File: src/rtl/data_mem_pkg.sv
// Shared constants for the data memory arbiter: FSM encoding, port indices
// and default widths/depth.
package data_mem_pkg;

  // Ownership FSM encoding
  typedef logic [1:0] arb_state_t;
  localparam arb_state_t ST_IDLE  = 2'd0;
  localparam arb_state_t ST_OWN_A = 2'd1;
  localparam arb_state_t ST_OWN_B = 2'd2;

  // Requester index as used by the picker and the "last winner" flop
  localparam logic PORT_A = 1'b0;
  localparam logic PORT_B = 1'b1;

  // Default geometry
  localparam int DEF_ADDR_W    = 32;
  localparam int DEF_DATA_W    = 32;
  localparam int DEF_MEM_DEPTH = 32;

endpackage

File: src/rtl/data_mem_arbiter_if.sv
// Bundle of the two requester ports and the memory-side bus.
// master = requesters + memory model side, slave = the arbiter.
interface data_mem_arbiter_if #(
  parameter int ADDR_W = 32,
  parameter int DATA_W = 32
);

  // Port A (CPU data path)
  logic              a_req;
  logic              a_wr;
  logic              a_lock;
  logic [ADDR_W-1:0] a_addr;
  logic [DATA_W-1:0] a_wdata;
  logic              a_gnt;
  logic              a_rvalid;
  logic [DATA_W-1:0] a_rdata;
  logic              a_err;

  // Port B (debug / loader)
  logic              b_req;
  logic              b_wr;
  logic              b_lock;
  logic [ADDR_W-1:0] b_addr;
  logic [DATA_W-1:0] b_wdata;
  logic              b_gnt;
  logic              b_rvalid;
  logic [DATA_W-1:0] b_rdata;
  logic              b_err;

  // Memory side
  logic              mem_run;
  logic              mem_wr;
  logic [ADDR_W-1:0] mem_addr;
  logic [DATA_W-1:0] mem_wdata;
  logic [DATA_W-1:0] mem_rdata;

  modport master (
    output a_req, a_wr, a_lock, a_addr, a_wdata,
    input  a_gnt, a_rvalid, a_rdata, a_err,
    output b_req, b_wr, b_lock, b_addr, b_wdata,
    input  b_gnt, b_rvalid, b_rdata, b_err,
    input  mem_run, mem_wr, mem_addr, mem_wdata,
    output mem_rdata
  );

  modport slave (
    input  a_req, a_wr, a_lock, a_addr, a_wdata,
    output a_gnt, a_rvalid, a_rdata, a_err,
    input  b_req, b_wr, b_lock, b_addr, b_wdata,
    output b_gnt, b_rvalid, b_rdata, b_err,
    output mem_run, mem_wr, mem_addr, mem_wdata,
    input  mem_rdata
  );

endinterface

File: src/rtl/rr_pick2.sv
// Two-input round-robin picker with an optional hold on one requester.
module rr_pick2
  import data_mem_pkg::*;
(
  input  logic [1:0] req,
  input  logic       last,
  input  logic       hold_valid,
  input  logic       hold_id,
  output logic       win_valid,
  output logic       win_id
);

  // Held owner is the only candidate; otherwise a tie goes to the port that did not win last
  always_comb begin
    win_valid = 1'b0;
    win_id    = PORT_A;
    if (hold_valid) begin
      win_valid = req[hold_id];
      win_id    = hold_id;
    end else if (req == 2'b11) begin
      win_valid = 1'b1;
      win_id    = ~last;
    end else if (req[PORT_A]) begin
      win_valid = 1'b1;
      win_id    = PORT_A;
    end else if (req[PORT_B]) begin
      win_valid = 1'b1;
      win_id    = PORT_B;
    end
  end

endmodule

File: src/rtl/data_mem_arbiter.sv
// Arbiter sharing one single-port data memory between port A (CPU) and
// port B (debug/loader).
//
// Handshake: a requester raises x_req with x_wr/x_lock/x_addr/x_wdata and
// holds all of them stable until it samples x_gnt=1 at a posedge; x_gnt is
// combinational and means the access is performed in that cycle. One cycle
// later x_rvalid pulses for exactly one cycle carrying read data (reads),
// completion (writes) or x_err=1 with zero data (address >= MEM_DEPTH).
module data_mem_arbiter
  import data_mem_pkg::*;
#(
  parameter int ADDR_W    = DEF_ADDR_W,
  parameter int DATA_W    = DEF_DATA_W,
  parameter int MEM_DEPTH = DEF_MEM_DEPTH
) (
  input  logic       Clk,
  input  logic       Reset,
  input  logic       Run,
  data_mem_arbiter_if.slave bus,
  output logic [1:0] dbg_state,
  output logic       dbg_last
);

  arb_state_t        state_q, state_d;
  logic              last_q, last_d;

  logic              a_rvalid_q, a_rvalid_d;
  logic              a_err_q, a_err_d;
  logic [DATA_W-1:0] a_rdata_q, a_rdata_d;
  logic              b_rvalid_q, b_rvalid_d;
  logic              b_err_q, b_err_d;
  logic [DATA_W-1:0] b_rdata_q, b_rdata_d;

  logic [1:0]        req;
  logic              win_valid;
  logic              win_id;
  logic              a_win, b_win;
  logic              sel_wr, sel_lock, in_range;
  logic [ADDR_W-1:0] sel_addr;
  logic [DATA_W-1:0] sel_wdata;

  // No candidate at all while stopped or in reset
  assign req = (Run && !Reset) ? {bus.b_req, bus.a_req} : 2'b00;

  rr_pick2 u_pick (
    .req        (req),
    .last       (last_q),
    .hold_valid (state_q != ST_IDLE),
    .hold_id    (state_q == ST_OWN_B),
    .win_valid  (win_valid),
    .win_id     (win_id)
  );

  assign a_win = win_valid && (win_id == PORT_A);
  assign b_win = win_valid && (win_id == PORT_B);

  // Route the winner's request fields to the memory
  always_comb begin
    sel_wr    = bus.a_wr;
    sel_lock  = bus.a_lock;
    sel_addr  = bus.a_addr;
    sel_wdata = bus.a_wdata;
    if (win_id == PORT_B) begin
      sel_wr    = bus.b_wr;
      sel_lock  = bus.b_lock;
      sel_addr  = bus.b_addr;
      sel_wdata = bus.b_wdata;
    end
  end

  // Full-width unsigned compare; high addresses never alias into the array
  assign in_range = (sel_addr < ADDR_W'(MEM_DEPTH));

  assign bus.a_gnt     = a_win;
  assign bus.b_gnt     = b_win;
  assign bus.mem_run   = win_valid;
  assign bus.mem_wr    = win_valid && sel_wr && in_range;
  assign bus.mem_addr  = win_valid ? sel_addr  : '0;
  assign bus.mem_wdata = win_valid ? sel_wdata : '0;

  // Ownership and round-robin pointer advance only on a grant
  always_comb begin
    state_d = state_q;
    last_d  = last_q;
    if (win_valid) begin
      last_d = win_id;
      if (state_q == ST_IDLE) begin
        if (sel_lock) begin
          state_d = (win_id == PORT_A) ? ST_OWN_A : ST_OWN_B;
        end
      end else if (!sel_lock) begin
        state_d = ST_IDLE;
      end
    end
  end

  // Next response for each port: pulse on grant, rdata only moves on reads/errors
  always_comb begin
    a_rvalid_d = a_win;
    a_err_d    = a_win && !in_range;
    a_rdata_d  = a_rdata_q;
    b_rvalid_d = b_win;
    b_err_d    = b_win && !in_range;
    b_rdata_d  = b_rdata_q;
    if (a_win) begin
      if (!in_range) begin
        a_rdata_d = '0;
      end else if (!sel_wr) begin
        a_rdata_d = bus.mem_rdata;
      end
    end
    if (b_win) begin
      if (!in_range) begin
        b_rdata_d = '0;
      end else if (!sel_wr) begin
        b_rdata_d = bus.mem_rdata;
      end
    end
  end

  // State and response registers; reset restarts arbitration favouring A
  always_ff @(posedge Clk) begin
    if (Reset) begin
      state_q    <= ST_IDLE;
      last_q     <= PORT_B;
      a_rvalid_q <= 1'b0;
      a_err_q    <= 1'b0;
      a_rdata_q  <= '0;
      b_rvalid_q <= 1'b0;
      b_err_q    <= 1'b0;
      b_rdata_q  <= '0;
    end else begin
      state_q    <= state_d;
      last_q     <= last_d;
      a_rvalid_q <= a_rvalid_d;
      a_err_q    <= a_err_d;
      a_rdata_q  <= a_rdata_d;
      b_rvalid_q <= b_rvalid_d;
      b_err_q    <= b_err_d;
      b_rdata_q  <= b_rdata_d;
    end
  end

  assign bus.a_rvalid = a_rvalid_q;
  assign bus.a_err    = a_err_q;
  assign bus.a_rdata  = a_rdata_q;
  assign bus.b_rvalid = b_rvalid_q;
  assign bus.b_err    = b_err_q;
  assign bus.b_rdata  = b_rdata_q;

  assign dbg_state = state_q;
  assign dbg_last  = last_q;

endmodule

File: src/flat_wrapper.sv
// flat-port wrapper written by rule: the top's interface ports become plain ports
module data_mem_arbiter_flat import data_mem_pkg::*;
#(
  parameter int ADDR_W    = DEF_ADDR_W,
  parameter int DATA_W    = DEF_DATA_W,
  parameter int MEM_DEPTH = DEF_MEM_DEPTH
)
  (Clk, Reset, Run, dbg_state, dbg_last, bus_a_req, bus_a_wr, bus_a_lock, bus_a_addr, bus_a_wdata, bus_a_gnt, bus_a_rvalid, bus_a_rdata, bus_a_err, bus_b_req, bus_b_wr, bus_b_lock, bus_b_addr, bus_b_wdata, bus_b_gnt, bus_b_rvalid, bus_b_rdata, bus_b_err, bus_mem_run, bus_mem_wr, bus_mem_addr, bus_mem_wdata, bus_mem_rdata);
  data_mem_arbiter_if #(.ADDR_W(ADDR_W), .DATA_W(DATA_W)) bus_i ();
  input  logic Clk;
  input  logic Reset;
  input  logic Run;
  output logic [1:0] dbg_state;
  output logic dbg_last;
  input wire logic [$bits(bus_i.a_req)-1:0] bus_a_req;
  input wire logic [$bits(bus_i.a_wr)-1:0] bus_a_wr;
  input wire logic [$bits(bus_i.a_lock)-1:0] bus_a_lock;
  input wire logic [$bits(bus_i.a_addr)-1:0] bus_a_addr;
  input wire logic [$bits(bus_i.a_wdata)-1:0] bus_a_wdata;
  output wire logic [$bits(bus_i.a_gnt)-1:0] bus_a_gnt;
  output wire logic [$bits(bus_i.a_rvalid)-1:0] bus_a_rvalid;
  output wire logic [$bits(bus_i.a_rdata)-1:0] bus_a_rdata;
  output wire logic [$bits(bus_i.a_err)-1:0] bus_a_err;
  input wire logic [$bits(bus_i.b_req)-1:0] bus_b_req;
  input wire logic [$bits(bus_i.b_wr)-1:0] bus_b_wr;
  input wire logic [$bits(bus_i.b_lock)-1:0] bus_b_lock;
  input wire logic [$bits(bus_i.b_addr)-1:0] bus_b_addr;
  input wire logic [$bits(bus_i.b_wdata)-1:0] bus_b_wdata;
  output wire logic [$bits(bus_i.b_gnt)-1:0] bus_b_gnt;
  output wire logic [$bits(bus_i.b_rvalid)-1:0] bus_b_rvalid;
  output wire logic [$bits(bus_i.b_rdata)-1:0] bus_b_rdata;
  output wire logic [$bits(bus_i.b_err)-1:0] bus_b_err;
  output wire logic [$bits(bus_i.mem_run)-1:0] bus_mem_run;
  output wire logic [$bits(bus_i.mem_wr)-1:0] bus_mem_wr;
  output wire logic [$bits(bus_i.mem_addr)-1:0] bus_mem_addr;
  output wire logic [$bits(bus_i.mem_wdata)-1:0] bus_mem_wdata;
  input wire logic [$bits(bus_i.mem_rdata)-1:0] bus_mem_rdata;
  assign bus_i.a_req = bus_a_req;
  assign bus_i.a_wr = bus_a_wr;
  assign bus_i.a_lock = bus_a_lock;
  assign bus_i.a_addr = bus_a_addr;
  assign bus_i.a_wdata = bus_a_wdata;
  assign bus_a_gnt = bus_i.a_gnt;
  assign bus_a_rvalid = bus_i.a_rvalid;
  assign bus_a_rdata = bus_i.a_rdata;
  assign bus_a_err = bus_i.a_err;
  assign bus_i.b_req = bus_b_req;
  assign bus_i.b_wr = bus_b_wr;
  assign bus_i.b_lock = bus_b_lock;
  assign bus_i.b_addr = bus_b_addr;
  assign bus_i.b_wdata = bus_b_wdata;
  assign bus_b_gnt = bus_i.b_gnt;
  assign bus_b_rvalid = bus_i.b_rvalid;
  assign bus_b_rdata = bus_i.b_rdata;
  assign bus_b_err = bus_i.b_err;
  assign bus_mem_run = bus_i.mem_run;
  assign bus_mem_wr = bus_i.mem_wr;
  assign bus_mem_addr = bus_i.mem_addr;
  assign bus_mem_wdata = bus_i.mem_wdata;
  assign bus_i.mem_rdata = bus_mem_rdata;
  data_mem_arbiter #(.ADDR_W(ADDR_W), .DATA_W(DATA_W), .MEM_DEPTH(MEM_DEPTH)) u_core (.Clk(Clk), .Reset(Reset), .Run(Run), .bus(bus_i), .dbg_state(dbg_state), .dbg_last(dbg_last));
endmodule
File: config.mk
export PLATFORM = sky130hd
export DESIGN_NAME = data_mem_arbiter_flat
export DESIGN_NICKNAME = d
export VERILOG_FILES = /design/src/rtl/data_mem_pkg.sv /design/src/rtl/data_mem_arbiter_if.sv /design/src/rtl/rr_pick2.sv /design/src/rtl/data_mem_arbiter.sv /design/src/flat_wrapper.sv
export SDC_FILE = /design/constraint.sdc
export NUM_CORES = 1
export LEC_CHECK = 0
export BUFFER_PORTS_ARGS = -buffer_cell sky130_fd_sc_hd__buf_2
export CAP_MARGIN = 20
export CORE_AREA = 2 2 120 122
export DETAILED_ROUTE_END_ITERATION = 8
export DIE_AREA = 0 0 122 124
export GPL_ROUTABILITY_DRIVEN = 1
export SLEW_MARGIN = 15
export SYNTH_ARGS = -nofsm -noshare
export SYNTH_HDL_FRONTEND = slang
export SYNTH_SLANG_ARGS = --single-unit
File: constraint.sdc
create_clock -name Clk -period 2.1 [get_ports Clk]
set_input_delay 0.105 -clock Clk [delete_from_list [all_inputs] [get_ports Clk]]
set_output_delay 0.105 -clock Clk [all_outputs]
set_load 0.02 [all_outputs]
==> impl_metrics.csv, run 1 <==
group,metric,value,unit
power,peakVddDrop,332,uV
timing,worst_slew_pin_slew,484,ps
cells_and_area,fin_nets,911,
global_route,grt_pass1_vias,4031,
floorplanning,core,0.0137,mm^2
power,p_leak,0.00302,uW
worst_setup_path,critPathSlowestCell,"dfxtp_2",
timing,clock.fmax,506,MHz
worst_setup_path,required,2000,ps
timing,setup_viol,0,
synth,synthCells,423,
worst_setup_path,slowest_delay,360,ps
clock_network,clk_pin_slew_worst_paths,60,ps
run,cap_viol_max_count,0,
timing,max-slew-margin-rel,0.674,
placed_design,hpwl,11300,um
global_route,grt_pass1_wl,20900,um
timing,finalHoldViolations,0,
placed_design,port_buffers,307,
clock_network,cts_tree,"built",
route,postRouteAntennaNets,0,
cells_and_area,fin_util,0.416,
synth,syn_area,0.00340,mm^2
synth,yosysSeqAreaShare,0.418,
route,drc,0,
floorplanning,die_area,0.0151,mm^2
clock_network,cts_sinks,71,
worst_setup_path,cp_max_fo,41,
cells_and_area,final_common_cell,"buf_2",
timing,finalClockSkew,5.91,ps
cells_and_area,final_cell_mix,"buf_2, nand2_1, dfxtp_1",
placed_design,gp_congestion,0.967,
cells_and_area,syn_to_final_growth,67.8,%
worst_setup_path,worst-path-buf-inv,2,
worst_setup_path,cp_cell_sequence,"nor2b_4 -> a31o_4 -> buf_8 -> nand2_1 -> a21oi_1 -> buf_2",
synth,syn_avg_cell_area,8.03,um^2
timing,slew_violations,0,
timing,finalCritPeriodShare,0.940,
timing,fin_hold_ws,15.8,ps
cells_and_area,final_cells,928,
timing,min_period,1970,ps
floorplanning,dieWidth,122,um
synth,synthDistinctLibCells,32,
clock_network,clock_path_buffers,2,
route,via_count,4373,
clock_network,root_buffer,"clkbuf_16",
floorplanning,pin_count,308,
global_route,grt_max_degree,53,
worst_setup_path,worstPathArrival,1870,ps
cells_and_area,drive_above_1_share,0.474,
worst_setup_path,worstSetupPathType,"flip-flop to primary output",
route,viasPerCell,4.71,
run_status,status,"finished, final reports clean",
global_route,overflow,0,
route,wirelength,14500,um
clock_network,cts_buffers,9,
min_path,hp-class,"input pin to flip-flop",
global_route,track_usage,0.178,
placed_design,place_ws,89.9,ps
floorplanning,start_util,0.248,
cells_and_area,seq_area,0.00142,mm^2
route,wl_per_cell,15.6,um
worst_setup_path,endpoint_kind,"primary output",
cells_and_area,n_fill_cell,1431,
floorplanning,die_h,124,um
power,finalPower,3670,uW
clock_network,insertion_delay,320,ps
worst_setup_path,startpoint_type,"flip-flop",
floorplanning,row_count,43,
worst_setup_path,cp_top_family,"buffers and inverters",
global_route,antenna_found_initial,1,
synth,yosysWarnings,0,
route,drtIter0Drc,240,
route,first_pass_iters,4,
placed_design,dp.cells,890,
clock_network,cts-htree-levels,3,
cells_and_area,multi_input_area,0.00177,mm^2
power,power_density,643,mW/mm^2
timing,setup_ws,125,ps
synth,syn_nets,592,
synth,yosys_register_bits,71,
## metal layers
metal  up-vias  global-route usage  part of all wire
met1      1952               0.201              0.38
met3        28              0.0517             0.096
met4         0              0.0848             0.030
met2       241               0.307              0.49
li1       2152                   -                 -
met5         -                   0                 0
## sequential cells by signal (all words and copies together), names as in the netlist
register	count
u_core.bus.a_err	1
u_core.bus.b_rvalid	1
u_core.dbg_last	1
u_core.bus.a_rdata	32
u_core.bus.a_rvalid	1
u_core.dbg_state	2
u_core.bus.b_err	1
u_core.bus.b_rdata	32
## through the flow
stage / setup TNS [ps] / cell area [um^2]
after floorplan: 0 / 3400
after global placement: 0 / 5130
after detailed placement: 0 / 5130
after CTS: 0 / 5660
after global routing: -3.73 / 5700
final: 0 / 5700
## cell usage after synthesis (all sizes together)
master | n | area (um^2)
nand2 | 132 | 495
dfxtp | 71 | 1420
a21oi | 68 | 340
a22o | 64 | 561
buf | 23 | 171
clkbuf | 13 | 48.8
nor4 | 12 | 75.1
nor3 | 10 | 50.1
nor2 | 5 | 21.3
a31oi | 3 | 25.0
inv | 3 | 11.3
nor2b | 3 | 28.8
and3 | 2 | 12.5
nand2b | 2 | 12.5
nand4 | 2 | 12.5
o22ai | 2 | 26.3
a211oi | 1 | 7.51
a31o | 1 | 17.5
mux2i | 1 | 22.5
nand3 | 1 | 5.00
o21ai | 1 | 5.00
o31a | 1 | 8.76
or3 | 1 | 6.26
or4 | 1 | 11.3
## kinds of logic (layout without fill, tap and decap cells)
| family | Yosys count | after routing | synth area share |
|---|---|---|---|
| compound gates | 141 | 141 | 0.292 |
| buf+inv | 39 | 363 | 0.0681 |
| flops | 71 | 71 | 0.418 |
| mux | 1 | 1 | 0.00663 |
| other cells | 0 | 1 | 0 |
| simple gates | 171 | 171 | 0.215 |
## area by class of cell
| type | count | area share |
|---|---|---|
| Clock buffer | 10 | 0.0402 |
| Tap cell | 180 | 0.0395 |
| Antenna cell | 1 | 0.000439 |
| Clock inverter | 6 | 0.0162 |
| Timing Repair Buffer | 344 | 0.342 |
| Multi-Input combinational cell | 313 | 0.310 |
| Inverter | 3 | 0.00197 |
| Sequential cell | 71 | 0.250 |
## worst paths after layout
kind	end	startpoint	cells after the start	slack (ps)
worst min-delay path	u_core.bus.b_rdata[28]	bus_mem_rdata[28]	2	20
worst min register to register	u_core.bus.b_rdata[8]	u_core.bus.b_rdata[8]	1	470
worst max register to register	u_core.bus.b_rdata[3]	u_core.dbg_state[0]	7	260
worst max-delay path	bus_mem_wdata[12]	u_core.dbg_state[0]	6	130
## timing repair
item | in CTS | in global routing
setup buffers | 2 | 1
hold buffers | 18 | 0
gates resized for setup | 4 | 9
endpoints found under the setup margin | 56 | 52
pin swaps | 1 | 1
gates cloned | 0 | 0
endpoints found under the hold margin | 25 | 0
## power breakdown
group	switching, uW	total (uW)	internal [uW]
Sequential	5.81	1360	1360
Clock	570	1620	1050
Combinational	397	689	291
Total	974	3670	2690
Power figures use the tool's default switching activity.
==> run 2, diff against run 1 <==
Settings changed: CAP_MARGIN 20 to 30, CORE_AREA 2 2 120 122 to 3 3 117 119, DIE_AREA 0 0 122 124 to 0 0 120 122, MAX_ROUTING_LAYER from default to met4.
==> impl_metrics.csv, run 2 (synthesis results as in run 1) <==
group,metric,value,unit
run_status,status,"finished, final reports clean",
floorplanning,pin_count,308,
worst_setup_path,endpoint_kind,"primary output",
worst_setup_path,critPathSlowestCell,"dfxtp_4",
worst_setup_path,worstSetupPathType,"flip-flop to primary output",
floorplanning,core,0.0127,mm^2
timing,fin_hold_ws,16.1,ps
worst_setup_path,slowest_delay,370,ps
timing,rsz0062_at_grt,"true",
placed_design,hpwl,11800,um
route,viasPerCell,4.86,
route,drc,0,
power,intPower,2690,uW
placed_design,place_area,0.00510,mm^2
cells_and_area,fin_area,0.00563,mm^2
clock_network,cts_sinks,71,
route,drtIter0Drc,249,
global_route,overflow,0,
worst_setup_path,r2r_start,"u_core.dbg_state[0]",
power,p_comb_frac,0.189,
power,peakVddDrop,348,uV
cells_and_area,n_fill_cell,1286,
worst_setup_path,cp-startpoint,"u_core.dbg_state[0]",
route,wirelength,15100,um
timing,finalClockSkew,6.51,ps
cells_and_area,drive_above_1_share,0.482,
power,finalPower,3650,uW
timing,min_period,2010,ps
timing,clock.fmax,497,MHz
worst_setup_path,cp_max_fo,33,
clock_network,cts_tree,"built",
worst_setup_path,path_common_cell,"a21oi_1",
global_route,track_usage,0.192,
power,clockPowerShare,0.438,
cells_and_area,final_common_cell,"buf_2",
floorplanning,row_count,41,
timing,max-slew-margin-rel,0.590,
clock_network,cts-htree-levels,3,
clock_network,cts_buffers,9,
cells_and_area,syn_to_final_growth,65.8,%
power,switching_share,0.263,
timing,finalCritPeriodShare,0.958,
power,power_switching,962,uW
global_route,grt_max_degree,67,
power,seqPwrFrac,0.373,
global_route,antenna_found_initial,2,
floorplanning,die_area,0.0146,mm^2
clock_network,clock_path_buffers,2,
cells_and_area,fin_nets,896,
placed_design,port_buffers,307,
global_route,grt_pass1_wl,21900,um
worst_setup_path,required,2000,ps
worst_setup_path,worst-path-buf-inv,2,
worst_setup_path,cp_cell_sequence,"nor2b_4 -> a21oi_1 -> nand2b_2 -> buf_12 -> a21oi_1 -> buf_2",
clock_network,root_buffer,"clkbuf_16",
timing,setup_viol,0,
route,wl_per_cell,16.7,um
run,cap_viol_max_count,0,
clock_network,clk_pin_slew_worst_paths,60,ps
timing,worst_slew_pin_slew,609,ps
clock_network,insertion_delay,310,ps
route,via_count,4403,
min_path,hp-class,"input pin to flip-flop",
power,power_density,649,mW/mm^2
floorplanning,die_h,122,um
cells_and_area,final_cell_mix,"buf_2, nand2_1, dfxtp_1",
route,postRouteAntennaNets,0,
worst_setup_path,cp_top_family,"simple AND/OR/NAND/NOR gates",
global_route,grt_pass1_vias,4330,
floorplanning,start_util,0.268,
timing,finalHoldViolations,0,
timing,slew_violations,0,
placed_design,gp_congestion,0.931,
floorplanning,dieWidth,120,um
worst_setup_path,startpoint_type,"flip-flop",
power,p_leak,0.00300,uW
route,first_pass_iters,5,
min_path,min_from,"bus_mem_rdata[14]",
worst_setup_path,worstPathArrival,1910,ps
==> run 2: changes by cell type in the layout (fill, tap and decap cells not counted), moves of 2 or more <==
cell           previous run  this run
inv_6                     2         0
dlygate4sd3_1            18         5
buf_12                    6         8
clkinvlp_4                2         0
clkbuf_16                 9        11
dfxtp_4                   0         2
clkinv_4                  0         4
buf_4                    11         6
buf_6                     2         0
dfxtp_2                   2         0
==> run 2: worst paths after layout <==
check | endpoint | slack (ps) | cells after the start
min reg2reg | u_core.bus.a_rdata[4] | 470 | 1
max | bus_mem_addr[5] | 90 | 6
min | u_core.bus.a_rdata[14] | 20 | 2
max reg2reg | u_core.bus.a_rdata[16] | 150 | 7
==> run 2: cell type report <==
type | count | area [um^2] | share of cell area
repair buffers | 329 | 1870 | 0.331
multi-input cells | 313 | 1780 | 0.316
flip-flops and latches | 71 | 1430 | 0.254
clock buffers | 10 | 229 | 0.0407
well taps | 172 | 215 | 0.0382
clock inverters | 6 | 95.1 | 0.0169
inverters | 3 | 11.3 | 0.00200
diodes | 2 | 5.00 | 0.000889
==> run 2: per-stage QoR <==
step           utilization  TNS, ps  worst slack (ps)  std cells
6_report             0.444        0              87.3        906
5_1_grt              0.444    -5.02             -4.12        906
4_1_cts              0.435    -4.74             -4.74        900
3_5_place_dp         0.402        0               103        877
3_3_place_gp         0.402        0               118        877
2_1_floorplan            -        0              80.5        423
==> run 2: timing repair <==
action	in CTS	in global routing
gates cloned	0	2
pin swaps	1	1
hold buffers	5	0
hold endpoints to repair	7	0
setup endpoints to repair	54	64
gates resized for setup	7	11
buffers inserted	2	2
==> run 2: per-layer routing <==
metal,GRT usage,vias up,wire (um)
li1,-,2119,-
met1,0.209,2031,5890
met2,0.331,225,7500
met3,0.0580,28,1290
met4,0.0730,0,414
met5,-,-,0
==> run 2: power groups by stage <==
stage | sequential [uW] | clock, uW | combinational, uW
6_report | 1360 | 1600 | 691
5_1_grt | 1360 | 1710 | 747
4_1_cts | 1360 | 1640 | 660
3_5_place_dp | 1390 | 0 | 639
3_3_place_gp | 1390 | 0 | 630
2_1_floorplan | 1400 | 0 | 306
